File: src/rtl/res_join.sv
// res_join: joins a local vector stream with a remote merge-in stream into a 2-entry FIFO.
// merge_in=1 adds the streams element-wise with saturation; merge_in=0 passes local through.
`ifndef QW
`define QW 8
`endif
`ifndef XW
`define XW 4
`endif

module res_join #(
    parameter bit merge_in = 1'b0
) (
    input  logic           clk,
    input  logic           rst,
    input  logic [`QW-1:0] data_i_local [`XW],
    input  logic           valid_i_local,
    output logic           ready_o_local,
    input  logic [`QW-1:0] data_i_mergein [`XW],
    input  logic           valid_i_mergein,
    output logic           ready_o_mergein,
    output logic [`QW-1:0] data_o [`XW],
    output logic           valid_o,
    input  logic           ready_i,
    output logic           sat_o,
    output logic [15:0]    beat_cnt_o
);
    localparam int QW = `QW;
    localparam int XW = `XW;

    logic [QW-1:0] mem [2][XW];
    logic          wr_ptr;
    logic          rd_ptr;
    logic [1:0]    count;
    logic          full;
    logic          push;
    logic          pop;
    logic [QW:0]   sums [XW];
    logic [QW-1:0] joined [XW];
    logic          any_sat;

    assign full    = (count == 2'd2);
    assign valid_o = (count != 2'd0);
    assign pop     = valid_o & ready_i;

    // Readiness never looks at ready_i: a full FIFO simply refuses new beats.
    always_comb begin
        // NOTE: every output gets a default first so no path can infer a latch.
        ready_o_local   = 1'b0;
        ready_o_mergein = 1'b0;
        push            = 1'b0;
        if (!rst) begin
            if (merge_in) begin
                ready_o_local   = valid_i_mergein & ~full;
                ready_o_mergein = valid_i_local & ~full;
                push            = valid_i_local & valid_i_mergein & ~full;
            end else begin
                ready_o_local   = ~full;
                push            = valid_i_local & ~full;
            end
        end
    end

    // One guard bit is enough: overflow shows up as the top two sum bits disagreeing.
    always_comb begin
        any_sat = 1'b0;
        for (int i = 0; i < XW; i++) begin
            sums[i]   = {data_i_local[i][QW-1], data_i_local[i]}
                      + {data_i_mergein[i][QW-1], data_i_mergein[i]};
            joined[i] = data_i_local[i];
            if (merge_in) begin
                if (sums[i][QW] != sums[i][QW-1]) begin
                    joined[i] = sums[i][QW] ? {1'b1, {(QW-1){1'b0}}} : {1'b0, {(QW-1){1'b1}}};
                    any_sat   = 1'b1;
                end else begin
                    joined[i] = sums[i][QW-1:0];
                end
            end
        end
    end

    // NOTE: storage is deliberately not reset; valid_o masks stale entries.
    always_ff @(posedge clk) begin
        if (push) begin
            for (int i = 0; i < XW; i++) begin
                mem[wr_ptr][i] <= joined[i];
            end
        end
    end

    // NOTE: state registers use non-blocking assignments so every read sees pre-edge values.
    always_ff @(posedge clk or posedge rst) begin
        if (rst) begin
            wr_ptr     <= 1'b0;
            rd_ptr     <= 1'b0;
            count      <= 2'd0;
            sat_o      <= 1'b0;
            beat_cnt_o <= 16'd0;
        end else begin
            if (push) wr_ptr <= ~wr_ptr;
            if (pop) rd_ptr <= ~rd_ptr;
            count <= count + {1'b0, push} - {1'b0, pop};
            if (push && any_sat) sat_o <= 1'b1;
            if (pop) beat_cnt_o <= beat_cnt_o + 16'd1;
        end
    end

    always_comb begin
        for (int i = 0; i < XW; i++) begin
            data_o[i] = mem[rd_ptr][i];
        end
    end

endmodule

File: config.mk
export PLATFORM = sky130hd
export DESIGN_NAME = res_join
export DESIGN_NICKNAME = d
export VERILOG_FILES = /design/src/rtl/res_join.sv
export SDC_FILE = /design/constraint.sdc
export NUM_CORES = 1
export LEC_CHECK = 0
export CAP_MARGIN = 30
export CORE_ASPECT_RATIO = 0.9
export CORE_MARGIN = 4
export CORE_UTILIZATION = 35
export CTS_CLUSTER_DIAMETER = 40
export DETAILED_ROUTE_END_ITERATION = 7
export PLACE_DENSITY = 0.76
export SETUP_SLACK_MARGIN = 0.15
export SLEW_MARGIN = 15
export SYNTH_ARGS = -nofsm -noshare
export SYNTH_HDL_FRONTEND = slang
export SYNTH_SLANG_ARGS = --single-unit
File: constraint.sdc
create_clock -name clk -period 2.3 [get_ports clk]
set_input_delay 0.23 -clock clk [delete_from_list [all_inputs] [get_ports clk]]
set_output_delay 0.23 -clock clk [all_outputs]
set_load 0.05 [all_outputs]
* Yosys cells after proc, flatten, opt, wreduce, memory -nomap -nowiden
Memory sizes are Yosys's and may differ from the RTL's.
Index checks and enable logic that the tools add are counted.
** Word-level totals
- Output and inout port bits :: 52
- Bits of input ports :: 69
- Memories kept :: 1
- Bits in registers :: 20
- Word-level logic and storage cells :: 19
- Bits in writable memories :: 64
** Memories
- mem :: words 2, bits a word 32, rd ports 1, clocked after Yosys merged registers in 0, wr ports 1, line 30 : logic [QW-1:0] mem [2][XW];
** Cells by class
- Mux-type cells :: 4
- Reduce and logical (&&, ||, !) cells :: 1
- $add $sub $neg :: 3
- Bitwise logic cells :: 5
- Equality and inequality tests :: 1
** Operators by type and width (count)
- $add 16x1->16 const B :: 1
- $mux 1 :: 4
- $not 1->1 :: 3
- $add 2x1->2 :: 1
- $and 1x1->1 :: 2
- $eq 2x2->1 const B :: 1
- $reduce_bool 2->1 :: 1
- $sub 2x1->2 :: 1

* Longest topological paths before layout
- Word-level depth :: 6
- Gate-level depth with buffers :: 8
- Gate-level depth less buffers :: 8

* Worst setup path before layout
OpenSTA, ideal clock, no wires.
- Path type :: flip-flop to flip-flop
- From :: reg count[0]
- To :: mem mem[0][0] (netlist bit) (enable)
- Period minus slack after synthesis :: 3353 ps
- Stages on the path, launching flop included :: 5
- Slack :: -1053 ps
- Data required time :: 1879 ps
- Arrival :: 2932 ps
- Setup time :: 421 ps
- Buffers on the path :: 0
- Cell sequence :: dfrtp_1 -> inv_1 -> a21oi_1 -> nand2_1 -> nor2_1
** On the way
- Longest elaborated chain between the ends :: 6
** Ends and longest elaborated chain
- from (decl) :: line 33 : logic [1:0] count;
- from (signal assigned) :: line 101 : count <= count + {1'b0, push} - {1'b0, pop};
- $eq 2x2->1 :: line 41 : assign full = (count == 2'd2);
- $not 1->1 :: line 58 : push = valid_i_local & ~full;
- $and 1x1->1 :: line 58
- $mux 1 :: line 51 : if (!rst) begin
- $mux 1 :: line 83 : if (push) begin
- $mux 1 (not written as such) :: line 85 : mem[wr_ptr][i] <= joined[i];
- to (decl) :: line 30
No other way between the ends.

* Worst setup path in the final report
- From :: reg count[1]
- To :: out valid_o
** On the way
- Longest elaborated chain between the ends :: 1
** Ends and longest elaborated chain
- $reduce_bool 2->1 :: line 42 : assign valid_o = (count != 2'd0);
- to (decl) :: line 22 : output logic valid_o,
No other way between the ends.

==> impl_metrics.py <==
metrics = {
    "run_status": {
        "status": "complete, no violations",
    },
    "critical_path": {
        "cp-start-kind": "register",
        "cp_data_required_time_ns": 2.07,
        "cp_max_fo": 4,
        "critical_path_class": "reg -> out",
        "crit_arrival_ns": 1.75,
        "path_cells": "or2_4, clkdlybuf4s50_1",
        "r2r-start": "count[1]",
        "reg2regPathDepth": 7,
        "endpoint_kind": "output port",
        "cpPeakStageDelay_ns": 0.70,
        "r2r_end": "count[1]",
        "ff2ff_setup_slack_ns": 0.50,
        "crit_slowest_cell": "clkdlybuf4s50_1",
    },
    "clock_network": {
        "post-cts-setup-buffer-count": 0,
        "cts_tree": "done",
        "cts-root-buf": "clkbuf_8",
        "ctsResizeCount": 0,
        "cts_htree_levels": 3,
        "clk_latency_ns": 0.33,
        "hold_buffers": 0,
        "clk_pin_slew_ns": 0.08,
        "clock_path_buffers": 2,
        "clock-sinks": 84,
        "cts_buffers": 9,
    },
    "power": {
        "clkPwrFrac_pct": 19.8,
        "p_sw_share_pct": 36.3,
        "combPwrFrac_pct": 47.4,
        "p_switching_w": 0.00223,
        "p_leak_nw": 1.82,
        "power.density_mw_per_mm2": 1280,
        "power.total_w": 0.00616,
        "seqPwrFrac_pct": 32.8,
        "peakVddDrop_mv": 0.830,
        "p_int_w": 0.00393,
    },
    "drt": {
        "firstDrtPassIters": 4,
        "drc": 0,
        "antenna_left": 0,
        "wirelength_um": 6400,
        "wl_per_cell_um": 16.0,
        "vias_per_cell": 4.57,
        "vias": 1822,
        "drt-initial-drc-count": 22,
    },
    "synthesis": {
        "synth.top_cell.area_share_pct": 59.1,
        "async_reset_ff_share_pct": 23.8,
        "synth_area_leaders": "edfxtp_1 59%, dfrtp_1 15%, mux2_2 11%",
        "yosysWarnings": 0,
        "synth-seq-cells": 84,
        "yosysSeqAreaShare_pct": 74.5,
        "avgSynthCellArea_um2": 18.1,
        "synth_area_mm2": 0.00325,
        "syn_inst": 180,
        "synth_top_area_cell": "edfxtp_1",
        "synth_edf_count": 64,
        "ys.flop_type": "edfxtp_1",
        "synth_cell_types": 26,
    },
    "min_path": {
        "min_path_type": "in -> async",
    },
    "sta": {
        "slew_viol_final": 0,
        "maxSlewHeadroom_pct": 49.6,
        "fmax_mhz": 504,
        "rsz0062_at_grt": "false",
        "tightest_slew_ns": 0.755,
        "fin_hold_ws_ns": 0.372,
        "hold_viol": 0,
        "period_minus_slack_ns": 1.98,
        "post-route-period-util_pct": 86.3,
        "skew_ns": 0.00577,
        "setup_tns_ns": 0,
        "setup_slack_ns": 0.315,
        "setup_violations": 0,
    },
    "global_route": {
        "grt_pass1_vias": 2050,
        "antenna_found_initial": 0,
        "grt_first_pass_wirelength_um": 10300,
        "gr-total-overflow": 0,
        "grt_max_degree": 34,
        "grt_usage_pct": 12.4,
    },
    "die": {
        "io_pins": 121,
        "die_w_um": 110,
        "die_y_um": 99.4,
        "die-area_mm2": 0.0109,
        "start_util_pct": 35.8,
        "fp.coreArea_mm2": 0.00908,
        "rows": 33,
    },
    "final_layout": {
        "areaGrowthSynthToFinish_pct": 48.5,
        "fin_util_pct": 53.2,
        "drive_above_1_share_pct": 33.2,
        "fin_nets": 345,
        "antenna_cells": 0,
    },
    "placement": {
        "routabilityCongestion": 0.716,
        "hpwl_um": 4370,
        "place_ws_ns": 0.379,
        "numPortBuffers": 85,
    },
    "job": {
        "cap_violations": 0,
    },
}
## final cells by class
class	count	area (µm²)
Fill cell	758	4260
Sequential cell	84	2420
Timing Repair Buffer	88	1220
Multi-Input combinational cell	86	786
Tap cell	122	153
Clock buffer	9	124
Clock inverter	6	113
Inverter	4	15.0
## synthesized netlist by cell type (2+ instances only)
cell type	count
edfxtp_1	64
mux2_2	32
dfrtp_1	20
xnor2_1	13
nand2_1	7
xor2_1	6
and3_1	4
inv_1	4
and4_1	3
buf_2	3
ha_1	3
nand3_1	3
nand4_1	3
buf_4	2
nor2_1	2
## worst max path at each step
stage | cells after the start | startpoint | to
after floorplan | 3 | count[1] | mem[0][0]
after global placement | 8 | rst | count[1]
after detailed placement | 8 | rst | count[1]
after CTS | 2 | count[1] | valid_o
after global routing | 2 | count[1] | valid_o
final | 2 | count[1] | valid_o
## logic make-up (layout without fill, tap and decap cells)
kind of cell,count (synthesis),after routing,synth area share [%]
buf+inv,11,107,1.85
mux,33,33,11.5
xor+xnor,19,19,5.12
simple gates,27,27,5.19
flops,84,84,74.5
fa+ha+maj,3,3,1.15
other cells,1,2,0.115
compound gates,2,2,0.538
## layer usage
layer,GRT usage (%),wire length (µm),vias to the layer above
li1,-,-,844
met1,14.7,2790,905
met2,20.9,3100,64
met3,4.02,437,9
met4,4.89,67,0
met5,0,0,-
## cells in the final DEF, fill, tap and decap left out
cell	count
conb_1	2
edfxtp_1	64
clkdlybuf4s50_1	52
ha_1	3
o211ai_2	1
inv_1	4
nor3_2	1
and2_4	1
or2_1	1
xor2_1	6
xnor2_1	13
inv_6	1
nand2_1	7
nor2_4	1
clkinv_4	1
nor2_1	1
clkbuf_8	9
and3_2	1
and4_1	3
nand3_1	3
clkinv_2	1
nand4_1	3
nor3_4	1
a21oi_2	1
mux2_4	1
buf_12	34
mux2_2	32
buf_4	2
or2_4	1
dfrtp_1	20
bufinv_16	3
and3_1	3
## metrics by stage
stage	instance area, µm²	cells
CTS	4830	399
floorplan	3270	181
finish	4830	399
global placement	4590	384
global route	4830	399
detailed placement	4590	384
## sequential cells by signal (all words and copies together) (netlist names)
name / count
mem: 64
beat_cnt_o: 16
count: 2
wr_ptr: 1
rd_ptr: 1
## power by group through the flow
stage	registers [W]	logic (W)	clock network (W)
after floorplan	0.00221	0.00149	0
after global placement	0.00204	0.00292	0
after detailed placement	0.00206	0.00296	0
after CTS	0.00202	0.00297	0.00128
after global routing	0.00205	0.00305	0.00133
final	0.00202	0.00292	0.00122
## worst max-delay path: cells and delay by family (launching register included)
family / cells / cell delay (ns)
AND/OR/NAND/NOR: 1 / 0.27
buffers and inverters: 1 / 0.70
flip-flops: 1 / 0.44
(Power assumes the default switching activity.)
